$ cat src/rtl/ps2_keymap_ctrl.sv
// ps2_keymap_ctrl: PS/2 scan-code sequencer keeping P1/P2 held-key bitmaps with watchdog and flush.
module ps2_keymap_ctrl #(
  parameter int SEQ_TIMEOUT = 62500,
  parameter int PAUSE_LEN   = 7
) (
  input  logic       clk,
  input  logic       rst_n,
  input  logic       byte_valid,
  input  logic [7:0] byte_data,
  output logic [4:0] p1keys,
  output logic [4:0] p2keys,
  output logic       key_event,
  output logic       seq_error,
  output logic [7:0] debug_leds
);
  localparam int TW = $clog2(SEQ_TIMEOUT);
  localparam int SW = $clog2(PAUSE_LEN + 1);
  typedef enum logic [2:0] {IDLE, EXT, BRK, EXT_BRK, SKIP} state_t;
  state_t r_state, w_state_nxt;
  logic [TW-1:0] r_timer, w_timer_nxt;
  logic [SW-1:0] r_skip, w_skip_nxt;
  logic [4:0] r_p1, r_p2, w_p1_nxt, w_p2_nxt, w_m1, w_m2;
  logic r_evt, r_err, w_err_nxt, w_ext, w_brk, w_flush;
  logic [7:0] r_leds;
  assign w_ext = (r_state == EXT) || (r_state == EXT_BRK);
  assign w_brk = (r_state == BRK) || (r_state == EXT_BRK);
  assign w_flush = (byte_data == 8'hAA) || (byte_data == 8'hFC) || (byte_data == 8'h00) || (byte_data == 8'hFF);
  // P1 keys ignore the E0 prefix as a mapping; P2 keys accept both forms
  assign w_m1 = w_ext ? 5'b0 : {byte_data == 8'h29, byte_data == 8'h23, byte_data == 8'h1C,
                                byte_data == 8'h1B, byte_data == 8'h1D};
  assign w_m2 = {byte_data == 8'h5A, byte_data == 8'h74, byte_data == 8'h6B,
                 byte_data == 8'h72, byte_data == 8'h75};
  always_comb begin
    w_state_nxt = r_state;
    w_timer_nxt = '0;
    w_skip_nxt  = r_skip;
    w_p1_nxt    = r_p1;
    w_p2_nxt    = r_p2;
    w_err_nxt   = 1'b0;
    if (byte_valid) begin
      if (w_flush) begin
        w_state_nxt = IDLE;
        w_skip_nxt  = '0;
        w_p1_nxt    = '0;
        w_p2_nxt    = '0;
        w_err_nxt   = byte_data != 8'hAA;
      end else if (r_state == SKIP) begin
        w_skip_nxt  = r_skip - 1'b1;
        w_state_nxt = (r_skip <= 1) ? IDLE : SKIP;
      end else if (r_state == IDLE && byte_data == 8'hE0) begin
        w_state_nxt = EXT;
      end else if (r_state == IDLE && byte_data == 8'hF0) begin
        w_state_nxt = BRK;
      end else if (r_state == IDLE && byte_data == 8'hE1) begin
        w_state_nxt = SKIP;
        w_skip_nxt  = SW'(PAUSE_LEN);
      end else if (r_state == EXT && byte_data == 8'hF0) begin
        w_state_nxt = EXT_BRK;
      end else begin
        w_state_nxt = IDLE;
        w_p1_nxt    = w_brk ? (r_p1 & ~w_m1) : (r_p1 | w_m1);
        w_p2_nxt    = w_brk ? (r_p2 & ~w_m2) : (r_p2 | w_m2);
      end
    end else if (r_state != IDLE) begin
      if (r_timer == TW'(SEQ_TIMEOUT - 1)) begin
        w_state_nxt = IDLE;
        w_skip_nxt  = '0;
        w_err_nxt   = 1'b1;
      end else begin
        w_timer_nxt = r_timer + 1'b1;
      end
    end
  end
  always_ff @(posedge clk or negedge rst_n) begin
    if (!rst_n) begin
      r_state <= IDLE;
      r_timer <= '0;
      r_skip  <= '0;
      r_p1    <= '0;
      r_p2    <= '0;
      r_evt   <= 1'b0;
      r_err   <= 1'b0;
      r_leds  <= '0;
    end else begin
      r_state <= w_state_nxt;
      r_timer <= w_timer_nxt;
      r_skip  <= w_skip_nxt;
      r_p1    <= w_p1_nxt;
      r_p2    <= w_p2_nxt;
      r_evt   <= (w_p1_nxt != r_p1) || (w_p2_nxt != r_p2);
      r_err   <= w_err_nxt;
      if (byte_valid) r_leds <= byte_data;
    end
  end
  assign p1keys     = r_p1;
  assign p2keys     = r_p2;
  assign key_event  = r_evt;
  assign seq_error  = r_err;
  assign debug_leds = r_leds;
endmodule

$ cat config.mk
export PLATFORM = sky130hd
export DESIGN_NAME = ps2_keymap_ctrl
export DESIGN_NICKNAME = d
export VERILOG_FILES = /design/src/rtl/ps2_keymap_ctrl.sv
export SDC_FILE = /design/constraint.sdc
export NUM_CORES = 1
export LEC_CHECK = 0
export CAP_MARGIN = 20
export CORE_ASPECT_RATIO = 1.75
export CORE_MARGIN = 8
export CORE_UTILIZATION = 46
export CTS_CLUSTER_DIAMETER = 50
export DETAILED_ROUTE_END_ITERATION = 10
export HOLD_SLACK_MARGIN = 0.12
export MAX_ROUTING_LAYER = met4
export PLACE_DENSITY = 0.76
export SYNTH_ARGS = -nofsm -noshare
export SYNTH_HDL_FRONTEND = slang
export SYNTH_SLANG_ARGS = --single-unit
$ cat constraint.sdc
create_clock -name clk -period 2.5 [get_ports clk]
set_input_delay 0.5 -clock clk [delete_from_list [all_inputs] [get_ports clk]]
set_output_delay 0.5 -clock clk [all_outputs]
set_load 0.005 [all_outputs]
# Word-level counts from Yosys, hierarchy flattened
# Cells that the tools add are included.
dict set report word_totals {
  wordCells 101
  in_bits 11
  ff_bits 42
}
dict set report op_classes {
  add_sub_neg 2
  magnitude_cmp 1
  bitwise 6
  mux 40
  n_eq_ne 27
  n_reduce_logical 17
}
# op n
set op_table {}
lappend op_table {{two-way mux 5 bit} 17}
lappend op_table {{== test 8 bit, second input constant} 6}
lappend op_table {{two-way mux 16 bit} 3}
lappend op_table {{two-way mux 3 bit} 15}
lappend op_table {{== test 8 x 7 -> 1 bit, second input constant} 5}
lappend op_table {{== test 8 x 5 -> 1 bit, second input constant} 3}
lappend op_table {{adder 16 x 1 -> 16 bit, second input constant} 1}
lappend op_table {{== test 16 bit, second input constant} 1}
lappend op_table {{== test 8 x 6 -> 1 bit, second input constant} 2}
lappend op_table {{AND 5 bit} 2}
lappend op_table {{!= test 5 bit} 2}
lappend op_table {{NOT 5 bit} 2}
lappend op_table {{bitwise OR 5 bit} 2}
lappend op_table {{zero test 8 bit} 1}
lappend op_table {{!= test 4 bit, second input constant} 2}
lappend op_table {{!= test 8 bit, second input constant} 1}
lappend op_table {{== test 3 x 2 -> 1 bit, second input constant} 2}
lappend op_table {{logical OR 1 bit} 6}
lappend op_table {{AND reduction 5 bit} 1}
lappend op_table {{logical AND 1 bit} 4}
lappend op_table {{two-way mux 1 bit} 4}
lappend op_table {{!= test 4 x 1 -> 1 bit, second input constant} 1}
lappend op_table {{nonzero test 2 bit} 2}
lappend op_table {{== test 3 x 1 -> 1 bit, second input constant} 1}
lappend op_table {{other kinds (7)} 7}

# Depth between registers and ports, before layout
dict set report logic_depth {
  ltp_word 15
  depth_mapped 9
  ltp_nobuf 8
}

# Least setup slack after synthesis
# OpenSTA, ideal clock, no wires.
dict set report synth_path {
  kind {in2reg}
  startpoint {input port byte_data[3]}
  endpoint {register r_evt, in the netlist key_event}
  n_path_buf 2
  t_arrival_ps 1866
  stages 9
  setup_ps 121
  slack_ps 513
  cell_sequence {buf_2 and4bb_1 and4bb_1 o21ai_2 buf_4 a21oi_1 and4bb_1 nand4_1 a22o_1}
}
dict set report synth_via {
  elab_chain_cells 14
  elab_cells_between_ends 50
  cone_classes {eq/ne (18); mux (17); bitwise (6); reduce/logical (9)}
}
# element line_no
set synth_lines {}
lappend synth_lines {{start: declaration} 9} ;# input logic [7:0] byte_data,
lappend synth_lines {{== test 8 x 5 -> 1 bit (tied with other cells)} 30} ;# byte_data == 8'h1B, byte_data == 8'h1D};
lappend synth_lines {{two-way mux 5 bit} 29} ;# assign w_m1 = w_ext ? 5'b0 : {byte_data == 8'h29, byte_data == 8'h23, byte_data == 8'h1C,
lappend synth_lines {{NOT 5 bit} 61} ;# w_p1_nxt = w_brk ? (r_p1 & ~w_m1) : (r_p1 | w_m1);
lappend synth_lines {{AND 5 bit} 61}
lappend synth_lines {{two-way mux 5 bit} 61}
lappend synth_lines {{two-way mux 5 bit} 57} ;# end else if (r_state == EXT && byte_data == 8'hF0) begin
lappend synth_lines {{two-way mux 5 bit} 54} ;# end else if (r_state == IDLE && byte_data == 8'hE1) begin
lappend synth_lines {{two-way mux 5 bit} 52} ;# end else if (r_state == IDLE && byte_data == 8'hF0) begin
lappend synth_lines {{two-way mux 5 bit} 50} ;# end else if (r_state == IDLE && byte_data == 8'hE0) begin
lappend synth_lines {{two-way mux 5 bit} 47} ;# end else if (r_state == SKIP) begin
lappend synth_lines {{two-way mux 5 bit} 41} ;# if (w_flush) begin
lappend synth_lines {{two-way mux 5 bit} 40} ;# if (byte_valid) begin
lappend synth_lines {{!= test 5 bit} 90} ;# r_evt <= (w_p1_nxt != r_p1) || (w_p2_nxt != r_p2);
lappend synth_lines {{logical OR 1 bit (*)} 90}
lappend synth_lines {{end signal: assignment} 90}
lappend synth_lines {{end: declaration} 23} ;# logic r_evt, r_err, w_err_nxt, w_ext, w_brk, w_flush;
# Every way passes the cells marked *; elsewhere a longest branch is shown, timed or not.
# A chain may end at the register's enable or synchronous reset.

# Final worst setup path
dict set report layout_path {
  startpoint {input port byte_data[7]}
  endpoint {register r_evt, in the netlist key_event}
}
# Same word-level chain as after synthesis.

==> flow_summary.yaml <==
power_and_ir_drop:
  power_frac_comb: 0.171
  power_switching_uw: 384
  powerDensity_nw_per_um2: 495
  pwr-share-seq: 0.476
  p_leak_uw: 0.00130
  vdd_drop_max_uv: 350
  p_clk_frac: 0.354
  power_uw: 1540
  p_int_uw: 1160
  swShare: 0.249
floorplan:
  die_x_um: 71.5
  start_util: 0.472
  core_region_area_um2: 5260
  die_area_um2: 8090
  fp.dieH_um: 113
  io_pins: 31
  num_rows: 35
sta:
  fin_setup_tns_ns: 0
  finalHoldViolCount: 0
  min_period_over_period: 0.954
  worst_pin_slew_ns: 0.921
  min_period_ns: 2.39
  clock.fmax_mhz: 419
  whs_ns: 0.343
  slew_headroom: 0.386
  rsz0062_at_grt: "false"
  fin_skew_ns: 0.00386
  finalMaxSlewViolations: 0
  setup_viol_count_final: 0
cells_and_area:
  area_growth_pct: 25.5
  ff_latch_area_um2: 1050
  fill_cells: 447
  multiInputGateArea_um2: 1310
  nets: 333
  diodes: 0
  drive_gt1_frac: 0.204
  final_cell_area_um2: 3110
critical_path:
  endpoint_kind: "flop"
  arrival_ns: 2.62
  endpoint: "key_event"
  crit_start: "byte_data[7]"
  worstReg2RegStart: "r_state[2]"
  required_ns: 2.73
  rr_worst_depth: 9
  path_max_fanout: 9
  ff2ff_setup_slack_ns: 0.43
  r2r_end: "key_event"
  critPathKind: "in2reg"
  cp-start-kind: "input port"
global_routing:
  use_met3: 0.0310
  first_global_vias: 2314
  use_met2: 0.329
  grt_use_total: 0.178
  grt_overflow: 0
  grt_first_pass_wirelength_um: 11100
  busiest_layer: "met2"
  grt_max_degree: 43
  globalRouteMet1Util: 0.169
  antenna_found_initial: 0
drt:
  routedWlPerCell_um: 17.9
  wirelength_um: 6680
  dr.pass1.iters: 5
  drc: 0
  drt-initial-drc-count: 153
  vias: 2242
  ant_nets: 0
  vias_per_cell: 5.99
clocking:
  cts_buffers: 5
  cts_resized: 0
  clkLatencyLatePin_ns: 0.29
  cts_htree_levels: 2
  clkTransAtPathRegs_ns: 0.07
  ctsHoldBuffers: 0
  cts_sinks: 42
  clock-root-buffer: "clkbuf_8"
  cts_tree: "yes"
  clockBufferDepth: 2
  post_cts_buffers: 0
status:
  status: "complete, no violations"
flow_run:
  maxCapViolCount: 0
synth:
  syn_area_um2: 2480
  yosysWarnings: 0
  synth-async-reset-ratio: 1.00
  syn_inst: 266
  syn-num-nets: 280
  synth-edff-count: 0
  synth_seq_cells: 42
  ys.flop_type: "dfrtp_1"
  synthDistinctLibCells: 55
  synth.yosys.seq_area_share: 0.424
  synth_area_per_cell_um2: 9.32
placed_design:
  placed_area_um2: 2990
  detailed_place_hpwl_um: 5060
  portBuffers: 30
  gp_congestion: 1.02
hold_path:
  hold_path_class: "in2async"
[critical path: stages]
cell             delay (ns)
clkdlybuf4s50_1        0.61
a2111oi_2              0.44
buf_4                  0.21
nand3_1                0.11
nor3_1                 0.42
a2111oi_2              0.06
o31ai_1                0.09
a22o_1                 0.17
[flip-flops by register name (all words and copies together), names as in the netlist]
| name | cells |
|---|---|
| debug_leds | 8 |
| p2keys | 5 |
| r_skip | 3 |
| r_timer | 16 |
| key_event | 1 |
| seq_error | 1 |
| r_state | 3 |
| p1keys | 5 |
[cell usage after synthesis (2+ instances only)]
| master | n | area, µm² |
|---|---|---|
| dfrtp_1 | 42 | 1050 |
| nor2_1 | 37 | 139 |
| nand3_1 | 19 | 95.1 |
| o21ai_0 | 16 | 80.1 |
| nand2_1 | 14 | 52.6 |
| mux2_2 | 10 | 113 |
| inv_1 | 9 | 33.8 |
| xor2_1 | 9 | 78.8 |
| a22o_1 | 7 | 61.3 |
| buf_2 | 7 | 35.0 |
| nor3_1 | 7 | 35.0 |
| nand4_1 | 6 | 37.5 |
| a31oi_1 | 5 | 31.3 |
| and3_1 | 4 | 25.0 |
| clkbuf_1 | 4 | 15.0 |
| nor4_1 | 4 | 25.0 |
| o22ai_1 | 4 | 25.0 |
| o31ai_1 | 4 | 30.0 |
| xnor2_1 | 4 | 35.0 |
| a21oi_1 | 3 | 15.0 |
| a22oi_1 | 3 | 22.5 |
| and4bb_1 | 3 | 37.5 |
| buf_4 | 3 | 22.5 |
| ha_1 | 3 | 37.5 |
| nand2b_1 | 3 | 18.8 |
| a2111oi_2 | 2 | 30.0 |
| and2_1 | 2 | 12.5 |
| buf_6 | 2 | 22.5 |
| nor2b_1 | 2 | 12.5 |
| nor4b_1 | 2 | 17.5 |
| o21ai_2 | 2 | 17.5 |
[worst min-delay path by stage]
stage | end | slack, ns | cells past startpoint
floorplan | debug_leds[0] | 0.20 | 0
global placement | r_timer[0] | 0.47 | 1
detailed placement | r_timer[0] | 0.48 | 1
CTS | key_event | 0.37 | 1
global route | key_event | 0.41 | 1
finish | p2keys[2] | 0.34 | 1
[cell families after synthesis]
family                     share of synthesized area
AOI/OAI and AO/OA                              0.163
xor gates and xnor gates                      0.0459
adders and majority gates                     0.0151
buffers and inverters                         0.0535
DFF                                            0.424
muxes                                         0.0454
and+or+nand+nor                                0.253
[layout make-up]
| cell class | instances | area share |
|---|---|---|
| Tap cell | 55 | 0.0221 |
| Sequential cell | 42 | 0.338 |
| Timing Repair Buffer | 62 | 0.172 |
| Inverter | 10 | 0.0121 |
| Clock buffer | 6 | 0.0265 |
| Multi-Input combinational cell | 198 | 0.420 |
| Clock inverter | 1 | 0.00965 |
[stage by stage]
stage | worst slack (ns) | util | std cells
after floorplan | 0.513 | - | 266
after global placement | -0.195 | 0.569 | 367
after detailed placement | -0.247 | 0.569 | 367
after CTS | 0.0643 | 0.590 | 374
after global routing | 0.0384 | 0.592 | 374
final | 0.115 | 0.592 | 374
[power groups by stage]
stage	Sequential [µW]	Combinational, µW	Clock (µW)
6_report	734	263	545
5_1_grt	740	291	588
2_1_floorplan	744	142	0
3_3_place_gp	745	255	0
3_5_place_dp	747	262	0
4_1_cts	734	263	561
[routing by layer]
layer | wire length, µm | vias to the layer above
met5 | 0 | -
met4 | 267 | 0
met3 | 262 | 21
met2 | 3710 | 70
met1 | 2440 | 1083
li1 | - | 1068
[cell usage in the layout, fill, tap and decap left out, types with 4 or more instances in the layout]
| cell | synthesis | layout |
|---|---|---|
| o22ai_1 | 4 | 4 |
| o21ai_0 | 16 | 16 |
| buf_4 | 3 | 32 |
| o31ai_1 | 4 | 4 |
| nor3_1 | 7 | 6 |
| dfrtp_1 | 42 | 42 |
| nand4_1 | 6 | 6 |
| xor2_1 | 9 | 9 |
| nand2_1 | 14 | 14 |
| inv_1 | 9 | 9 |
| a22o_1 | 7 | 7 |
| and3_1 | 4 | 4 |
| nor2_1 | 37 | 37 |
| a31oi_1 | 5 | 5 |
| mux2_2 | 10 | 10 |
| nor4_1 | 4 | 4 |
| clkdlybuf4s50_1 | 0 | 29 |
| xnor2_1 | 4 | 4 |
| clkbuf_8 | 0 | 6 |
| nand3_1 | 19 | 19 |
(Power assumes the default switching activity.)
